**src/rtl/sram_tlul_host_arb.sv**
```systemverilog
// sram_tlul_host_arb
//   Shares one TL-UL host port among NumReq SRAM-style requesters.
//   - Round-robin arbitration. The search starts at the rr pointer, and the
//     pointer moves to winner+1 after each grant.
//   - The A channel is registered. A grant loads the A register and the FSM
//     moves to SEND. The FSM holds a_valid until a_ready, so at most one beat
//     is issued every 2 cycles.
//   - A limit on outstanding transactions: no grant while outst_cnt == MaxOutst.
//   - The D channel is routed combinationally to requester d_source. A response
//     that arrives while outst_cnt == 0 is dropped.
// Ports
//   clk_i, rst_i                 clock, async active-high reset
//   req_i/write_i/addr_i/wdata_i per-requester SRAM requests (packed by requester)
//   gnt_o                        one-hot, request captured this cycle
//   rvalid_o/rdata_o/rerror_o    one-hot response strobe plus data/error
//   tl_a_*                       TL-UL A channel (size fixed 2, mask fixed 4'hF)
//   tl_d_*                       TL-UL D channel, tl_d_ready_o tied to 1
//   dbg_state_o/dbg_outst_o/dbg_rr_o  FSM state, outstanding count, rr pointer
// Handshake: an A beat transfers on a cycle where tl_a_valid_o && tl_a_ready_i
//   are both high. While tl_a_valid_o is high, no A field changes. A D beat is
//   consumed on any cycle where tl_d_valid_i is high.
module sram_tlul_host_arb #(
  parameter int          NumReq     = 3,
  parameter int          SramAw     = 12,
  parameter int          SramDw     = 32,
  parameter logic [31:0] TlBaseAddr = 32'h0,
  parameter int          MaxOutst   = 2,
  localparam int         IdxW       = $clog2(NumReq)
) (
  input  logic                     clk_i,
  input  logic                     rst_i,
  input  logic [NumReq-1:0]        req_i,
  input  logic [NumReq-1:0]        write_i,
  input  logic [NumReq*SramAw-1:0] addr_i,
  input  logic [NumReq*SramDw-1:0] wdata_i,
  output logic [NumReq-1:0]        gnt_o,
  output logic [NumReq-1:0]        rvalid_o,
  output logic [31:0]              rdata_o,
  output logic                     rerror_o,
  output logic                     tl_a_valid_o,
  output logic [2:0]               tl_a_opcode_o,
  output logic [31:0]              tl_a_address_o,
  output logic [31:0]              tl_a_data_o,
  output logic [3:0]               tl_a_mask_o,
  output logic [7:0]               tl_a_source_o,
  input  logic                     tl_a_ready_i,
  input  logic                     tl_d_valid_i,
  input  logic [2:0]               tl_d_opcode_i,
  input  logic [31:0]              tl_d_data_i,
  input  logic [7:0]               tl_d_source_i,
  input  logic                     tl_d_error_i,
  output logic                     tl_d_ready_o,
  output logic                     dbg_state_o,
  output logic [2:0]               dbg_outst_o,
  output logic [IdxW-1:0]          dbg_rr_o
);

  typedef enum logic {ST_IDLE = 1'b0, ST_SEND = 1'b1} state_e;

  state_e            r_state;
  state_e            w_state_nxt;
  logic [IdxW-1:0]   r_rr;
  logic [2:0]        r_outst;
  logic [2:0]        r_a_opcode;
  logic [31:0]       r_a_addr;
  logic [31:0]       r_a_data;
  logic [7:0]        r_a_source;

  logic              w_found;
  logic [IdxW-1:0]   w_win;
  logic [IdxW-1:0]   w_rr_nxt;
  logic              w_load;
  logic              w_accept;
  logic              w_dec;
  logic              w_rsp_ok;
  logic [NumReq-1:0] w_gnt;
  logic [NumReq-1:0] w_rvalid;
  logic [SramAw-1:0] w_win_addr;
  logic [SramDw-1:0] w_win_wdata;

  // Index (base + off) mod NumReq. The value of off is always below NumReq.
  function automatic logic [IdxW-1:0] rr_idx(input logic [IdxW-1:0] base, input int off);
    int s;
    s = int'(base) + off;
    if (s >= NumReq) s = s - NumReq;
    return IdxW'(s);
  endfunction

  // Round-robin search. The first requester found from r_rr upward wins.
  always_comb begin
    w_found = 1'b0;
    w_win   = '0;
    for (int i = 0; i < NumReq; i++) begin
      if (!w_found && req_i[rr_idx(r_rr, i)]) begin
        w_found = 1'b1;
        w_win   = rr_idx(r_rr, i);
      end
    end
  end

  assign w_rr_nxt    = (w_win == IdxW'(NumReq - 1)) ? '0 : w_win + 1'b1;
  assign w_win_addr  = addr_i[int'(w_win)*SramAw +: SramAw];
  assign w_win_wdata = wdata_i[int'(w_win)*SramDw +: SramDw];

  // FSM next state and grant/accept strobes.
  always_comb begin
    w_state_nxt = r_state;
    w_gnt       = '0;
    w_load      = 1'b0;
    w_accept    = 1'b0;
    case (r_state)
      ST_IDLE: begin
        if (w_found && (r_outst < 3'(MaxOutst))) begin
          w_gnt[w_win] = 1'b1;
          w_load       = 1'b1;
          w_state_nxt  = ST_SEND;
        end
      end
      ST_SEND: begin
        if (tl_a_ready_i) begin
          w_accept    = 1'b1;
          w_state_nxt = ST_IDLE;
        end
      end
      default: w_state_nxt = ST_IDLE;
    endcase
  end

  always_ff @(posedge clk_i or posedge rst_i) begin
    if (rst_i) r_state <= ST_IDLE;
    else       r_state <= w_state_nxt;
  end

  // A register and rr pointer update only on a grant.
  always_ff @(posedge clk_i or posedge rst_i) begin
    if (rst_i) begin
      r_a_opcode <= 3'd0;
      r_a_addr   <= 32'h0;
      r_a_data   <= 32'h0;
      r_a_source <= 8'h0;
      r_rr       <= '0;
    end else if (w_load) begin
      r_a_opcode <= write_i[w_win] ? 3'd0 : 3'd4;
      r_a_addr   <= TlBaseAddr | {{(30-SramAw){1'b0}}, w_win_addr, 2'b00};
      r_a_data   <= write_i[w_win] ? w_win_wdata : 32'h0;
      r_a_source <= 8'(w_win);
      r_rr       <= w_rr_nxt;
    end
  end

  // A D beat only counts while something is outstanding. This drops stray
  // responses and keeps the counter from going below zero. A stray source
  // index (>= NumReq) still retires a beat but raises no rvalid.
  assign w_dec    = tl_d_valid_i && (r_outst != 3'd0);
  assign w_rsp_ok = w_dec && (tl_d_source_i < 8'(NumReq));

  always_ff @(posedge clk_i or posedge rst_i) begin
    if (rst_i) begin
      r_outst <= 3'd0;
    end else begin
      case ({w_accept, w_dec})
        2'b10:   r_outst <= r_outst + 3'd1;
        2'b01:   r_outst <= r_outst - 3'd1;
        default: r_outst <= r_outst;
      endcase
    end
  end

  always_comb begin
    w_rvalid = '0;
    if (w_rsp_ok) w_rvalid[tl_d_source_i[IdxW-1:0]] = 1'b1;
  end

  assign gnt_o          = w_gnt;
  assign rvalid_o       = w_rvalid;
  assign rdata_o        = (w_rsp_ok && (tl_d_opcode_i == 3'd1)) ? tl_d_data_i : 32'h0;
  assign rerror_o       = w_rsp_ok && tl_d_error_i;
  assign tl_a_valid_o   = (r_state == ST_SEND);
  assign tl_a_opcode_o  = r_a_opcode;
  assign tl_a_address_o = r_a_addr;
  assign tl_a_data_o    = r_a_data;
  assign tl_a_mask_o    = 4'hF;
  assign tl_a_source_o  = r_a_source;
  assign tl_d_ready_o   = 1'b1;
  assign dbg_state_o    = r_state;
  assign dbg_outst_o    = r_outst;
  assign dbg_rr_o       = r_rr;

endmodule

```
**config.mk**
```make
export PLATFORM = sky130hd
export DESIGN_NAME = sram_tlul_host_arb
export DESIGN_NICKNAME = d
export VERILOG_FILES = /design/src/rtl/sram_tlul_host_arb.sv
export SDC_FILE = /design/constraint.sdc
export NUM_CORES = 1
export LEC_CHECK = 0
export CORE_MARGIN = 1
export CORE_UTILIZATION = 33
export CTS_CLUSTER_DIAMETER = 80
export DETAILED_ROUTE_END_ITERATION = 10
export GPL_ROUTABILITY_DRIVEN = 1
export PLACE_DENSITY = 0.82
export RECOVER_POWER = 25
export REMOVE_ABC_BUFFERS = 1
export SKIP_CTS_REPAIR_TIMING = 1
export SLEW_MARGIN = 30
export SYNTH_ARGS = -nofsm -noshare
export SYNTH_HDL_FRONTEND = slang
export SYNTH_SLANG_ARGS = --single-unit
```
**constraint.sdc**
```tcl
create_clock -name clk_i -period 2.9 [get_ports clk_i]
set_input_delay 0.58 -clock clk_i [delete_from_list [all_inputs] [get_ports clk_i]]
set_output_delay 0.58 -clock clk_i [all_outputs]
set_load 0.02 [all_outputs]
```
## Word-level counts from Yosys, hierarchy flattened

Cells that the tools add are included.

| storage, ports and cells | value |
|---|---|
| register bits | 55 |
| input bits | 186 |
| word-level logic and storage cells | 83 |

| operators by class | value |
|---|---|
| add/sub/neg operators | 8 |
| multipliers | 1 |
| magnitude comparators | 12 |
| equality and inequality tests | 4 |
| shift-type cells | 2 |
| muxes and demuxes | 35 |
| bitwise gates (word level) | 1 |
| reductions and logical operators | 13 |

Operator list:

| operator | count |
|---|---|
| 96-bit by 8-bit indexed part select with 32-bit output | 1 |
| 32-bit two-way mux | 2 |
| 36-bit by 7-bit indexed part select with 12-bit output | 1 |
| 2-bit by 3-bit less-than comparator with 1-bit output, second input constant | 5 |
| 1-bit two-way mux | 14 |
| 2-bit two-way mux | 7 |
| 3-bit two-way mux | 4 |
| 1-bit logical AND | 9 |
| 1-bit binary-select mux with 2-bit select | 4 |
| 8-bit by 2-bit less-than comparator with 1-bit output, second input constant | 1 |
| 3-bit by 2-bit greater-or-equal comparator with 1-bit output, second input constant | 2 |
| 3-bit one-hot mux with 2 select lines | 1 |
| 2-bit subtractor, second input constant | 3 |
| 1-bit demux with 2-bit select | 2 |
| 2-bit == test, second input constant | 2 |
| 2-bit by 1-bit greater-or-equal comparator with 1-bit output, second input constant | 2 |
| 2-bit by 2-bit multiplier with 4-bit output, second input constant | 1 |
| 2-bit by 1-bit adder with 3-bit output, second input constant | 1 |
| 2-bit by 2-bit adder with 3-bit output, second input constant | 1 |
| 3-bit by 1-bit adder with 3-bit output, second input constant | 1 |
| 3-bit by 1-bit == test with 1-bit output, second input constant | 1 |
| 3-bit by 2-bit less-than comparator with 1-bit output, second input constant | 1 |
| 3-bit nonzero test | 1 |
| 3-bit by 1-bit subtractor with 3-bit output, second input constant | 1 |
| other kinds (7) | 8 |

## Depth between registers and ports, before layout

| logic depth | value |
|---|---|
| word-level depth | 17 |
| depth in mapped cells | 11 |

## Worst setup path before layout

Ideal clock, no wire load.

| timing path | value |
|---|---|
| kind | register -> output |
| from | reg r_rr[0], in the netlist dbg_rr_o[0] |
| to | out gnt_o[1] |
| arrival | 2.674 ns |
| required time | 2.320 ns |
| slack | -0.354 ns |
| cell stages (with the launch flop) | 11 |
| buffers on the path | 2 |
| cells stage by stage | dfrtp_1 > inv_1 > ha_1 > buf_2 > mux2i_1 > o22ai_1 > o311a_1 > nor2_2 > clkbuf_1 > nand2_1 > nor2_1 |

| between the ends | value |
|---|---|
| word-level cells in the longest chain between the ends | 17 |
| elaborated cells on any way between the ends | 35 |

Ends and longest elaborated chain:

| item | line | source |
|---|---|---|
| start, declared | 62 | `logic [IdxW-1:0] r_rr;` |
| start signal, assigned | 147 | `r_rr <= w_rr_nxt;` |
| branches (longest 15 deep; another with 2-bit by 1-bit adder with 3-bit output) | -- |  |
| 3-bit two-way mux * | 113 | `if (w_found && (r_outst < 3'(MaxOutst))) begin` |
| 3-bit two-way mux * | 111 | `case (r_state)` |
| end, declared | 36 | `output logic [NumReq-1:0] gnt_o,` |

Every way passes the cells marked *. The select of a mux whose other input is x is not followed.

## Final worst setup path

| timing path | value |
|---|---|
| from | in req_i[1] |
| to | out gnt_o[0] |

| between the ends | value |
|---|---|
| word-level cells in the longest chain between the ends | 15 |
| elaborated cells on any way between the ends | 24 |

Ends and longest elaborated chain:

| item | line | source |
|---|---|---|
| start, declared | 32 | `input logic [NumReq-1:0] req_i,` |
| 1-bit binary-select mux with 2-bit select | 94 | `if (!w_found && req_i[rr_idx(r_rr, i)]) begin` |
| 1-bit two-way mux (implied by the code) | 94 |  |
| 1-bit two-way mux | 94 |  |
| 1-bit zero test | 94 |  |
| 1-bit logical AND | 94 |  |
| 1-bit two-way mux | 94 |  |
| 1-bit zero test | 94 |  |
| 1-bit logical AND | 94 |  |
| 2-bit two-way mux | 94 |  |
| 2-bit by 3-bit less-than comparator with 1-bit output (implied by the code) or 2-bit by 1-bit greater-or-equal comparator with 1-bit output (tied branches) | 114 | `w_gnt[w_win] = 1'b1;` |
| 1-bit logical AND (implied by the code) | 114 |  |
| 1-bit two-way mux (implied by the code) | 114 |  |
| 1-bit demux with 2-bit select | 114 |  |
| 3-bit two-way mux * | 113 |  |
| 3-bit two-way mux * | 111 |  |

Every way passes the cells marked *; elsewhere a longest branch is shown, timed or not. The select of a mux whose other input is x is not followed.

==> flow_metrics.env <==
export IMPL_fmax_ghz=0.339
export IMPL_cts_root_buf="clkbuf_16"
export IMPL_synth_top_area_cell="dfrtp_1"
export IMPL_synth_top_area_share_pct=28.7
export IMPL_placeableCoreArea_um2=13500
export IMPL_insertion_delay_ns=0.29
export IMPL_p_per_area_nw_per_um2=974
export IMPL_start_kind="input pin"
export IMPL_post_route_min_period_ns=2.95
export IMPL_die_w_um=120
export IMPL_wl_per_cell_um=17.7
export IMPL_final_antenna_net_count=0
export IMPL_vias=5452
export IMPL_grt_pass1_wl_um=27400
export IMPL_critPathSlowestCell="clkdlybuf4s50_1"
export IMPL_violations="setup timing"
export IMPL_synthCells=587
export IMPL_crit_fanout=4
export IMPL_vias_per_cell=5.14
export IMPL_grt_remaining_overflow=0
export IMPL_synthTopCellsByCount="nand2_1 (55), dfrtp_1 (53), and2_1 (46)"
export IMPL_synth_edf_count=0
export IMPL_drtIter0Drc=306
export IMPL_h_tree_depth=2
export IMPL_rsz0062_at_grt="true"
export IMPL_rows=42
export IMPL_total_power_uw=7820
export IMPL_pwr_share_seq_pct=17.6
export IMPL_r2r_start="dbg_rr_o[1]"
export IMPL_clk_path_buf_depth=2
export IMPL_min_from="tl_a_address_o[13]"
export IMPL_power_switching_uw=3670
export IMPL_cp_end_kind="primary output"
export IMPL_clk_pin_slew_ns=0.08
export IMPL_antenna_found_initial=0
export IMPL_io_pins=312
export IMPL_p_int_uw=4150
export IMPL_drc=0
export IMPL_synth_most_common_cell="nand2_1"
export IMPL_gp_congestion=0.930
export IMPL_cts_tree="yes"
export IMPL_hold_path_class="flip-flop to flip-flop"
export IMPL_tightest_slew_ns=1.32
export IMPL_whs_ns=0.487
export IMPL_dp_cells=1046
export IMPL_crit_top_cell="buf_4"
export IMPL_die_y_um=120
export IMPL_power_frac_clock_pct=8.0
export IMPL_setup_viol=3
export IMPL_dr_pass1_iters=5
export IMPL_p_leak_uw=0.00360
export IMPL_diodes=0
export IMPL_wirelength_um=18800
export IMPL_ys_types=52
export IMPL_grt_max_degree=71
export IMPL_port_buffers=278
export IMPL_area_delta_synth_final_pct=74.1
export IMPL_switching_share_pct=46.9
export IMPL_post_route_util_pct=59.7
export IMPL_ys_top_cells_by_area="dfrtp_1 (29%), a41o_1 (6.9%), and2_1 (6.2%)"
export IMPL_critPathMaxStageDelay_ns=0.44
export IMPL_fin_crit_sh_pct=102
export IMPL_ys_async_sr_fraction_pct=100
export IMPL_status="finished with violations"
export IMPL_cap_viol_max_count=0
export IMPL_drive_above_1_share_pct=17.0
export IMPL_critical_path_class="input pin to primary output"
export IMPL_syn_cell_area_um2=4610
export IMPL_final_nets=1075
export IMPL_gr_usage_all_layers_pct=24.1
export IMPL_fin_worst_skew_ns=0.00356
export IMPL_fill_cells=1199
export IMPL_cp_cell_sequence="clkdlybuf4s50_1, buf_4, mux2i_2, buf_4, mux2i_4, o31ai_2, nor3_2, and2_1, clkbuf_2"
export IMPL_initial_core_util_pct=34.3
export IMPL_max_slew_margin_pct=12.1
export IMPL_dp_hpwl_um=13100
export IMPL_combPwrFrac_pct=74.4
export IMPL_place_ws_ns=-0.486
export IMPL_fin_cells=1060
export IMPL_critPathLaunch="req_i[1]"
export IMPL_first_global_vias=5210
export IMPL_synth_seq_cells=53
export IMPL_timing_final_ws_setup_ns=-0.0460
export IMPL_cp_required_ns=2.32
export IMPL_numCtsBuffers=5
export IMPL_vdd_ir_drop_worst_mv=1.20
export IMPL_cts_sinks=53
export IMPL_seq_area_frac_synth_pct=28.7
export IMPL_hold_viol=0
export IMPL_finalMaxSlewViolations=0
export IMPL_worstPathArrival_ns=2.37
export IMPL_yosys_warnings=0
export IMPL_postSynthAreaPerCell_um2=7.86
export IMPL_die_area_um2=14500
export IMPL_synth_main_ff_cell="dfrtp_1"
-- flip-flops by register name (all words and copies together) (netlist names) --
register        cells
dbg_rr_o            2
tl_a_source_o       2
dbg_state_o         1
tl_a_data_o        32
dbg_outst_o         3
tl_a_address_o     12
tl_a_opcode_o       1
-- kinds of logic after synthesis --
family | Yosys count | synth area share (%)
flops | 53 | 28.7
buf+inv | 97 | 11.6
xor+xnor | 3 | 0.570
compound gates | 190 | 29.3
other cells | 2 | 0.163
mux | 8 | 1.76
simple gates | 228 | 26.1
fa+ha+maj | 6 | 1.79
-- cell usage in the layout (no fill, tap or decap), types with 11 or more instances in the layout --
| master | netlist | final |
|---|---|---|
| conb_1 | 2 | 33 |
| a41o_1 | 32 | 32 |
| and2_1 | 46 | 44 |
| nand2_1 | 55 | 54 |
| o21ai_0 | 36 | 36 |
| o21ai_1 | 24 | 23 |
| a21oi_1 | 37 | 36 |
| clkdlybuf4s50_1 | 0 | 231 |
| nor2_1 | 40 | 39 |
| dlymetal6s2s_1 | 0 | 11 |
| and3_1 | 32 | 32 |
| dfrtp_1 | 53 | 52 |
| buf_2 | 22 | 15 |
| a22oi_1 | 32 | 32 |
| buf_4 | 34 | 68 |
| nor2b_1 | 34 | 33 |
-- through the flow --
step                TNS, ns  area (um^2)
global route          -2.90         8040
global placement     -18.07         7790
floorplan            -98.46         4240
finish              -0.0775         8040
CTS                  -16.77         7940
detailed placement   -21.93         7790
-- cell type report --
cell class | count | area [um^2] | share of cell area, %
timing repair buffer | 343 | 3250 | 40.4
inverter | 12 | 45.0 | 0.561
clock inverter | 3 | 25.0 | 0.311
clock buffer | 5 | 125 | 1.56
multi-input combinational | 468 | 3050 | 37.9
sequential | 53 | 1330 | 16.5
tap | 176 | 220 | 2.74
-- critical path, delay by kind of cell --
kind / cells / cell delay, ns
compound gates: 1 / 0.36
buf+inv: 4 / 0.92
mux: 2 / 0.26
simple gates: 2 / 0.24
-- final timing paths --
path	endpoint	slack [ns]	cells after the start
max	gnt_o[0]	-0.05	9
min	tl_a_address_o[13]	0.49	2
max reg2reg	tl_a_data_o[11]	0.19	13
min reg2reg	tl_a_address_o[13]	0.49	2
max in group asynchronous	dbg_rr_o[1]	0.49	3
min in group asynchronous	tl_a_data_o[7]	1.10	2
-- power groups by stage --
stage	Clock (uW)	Sequential (uW)	Combinational [uW]
after global placement	0	1370	5530
after floorplan	0	1810	2630
after detailed placement	0	1380	5620
after CTS	657	1370	5630
final	624	1380	5820
after global routing	686	1430	6270
-- routing by layer --
metal / up-vias / GRT usage [%] / wire length (um)
met5: - / 0 / 0
met4: 0 / 5.02 / 241
met3: 21 / 4.62 / 1420
met2: 251 / 40.0 / 9060
met1: 2560 / 32.3 / 8050
li1: 2620 / - / -
Power figures use the tool's default switching activity.
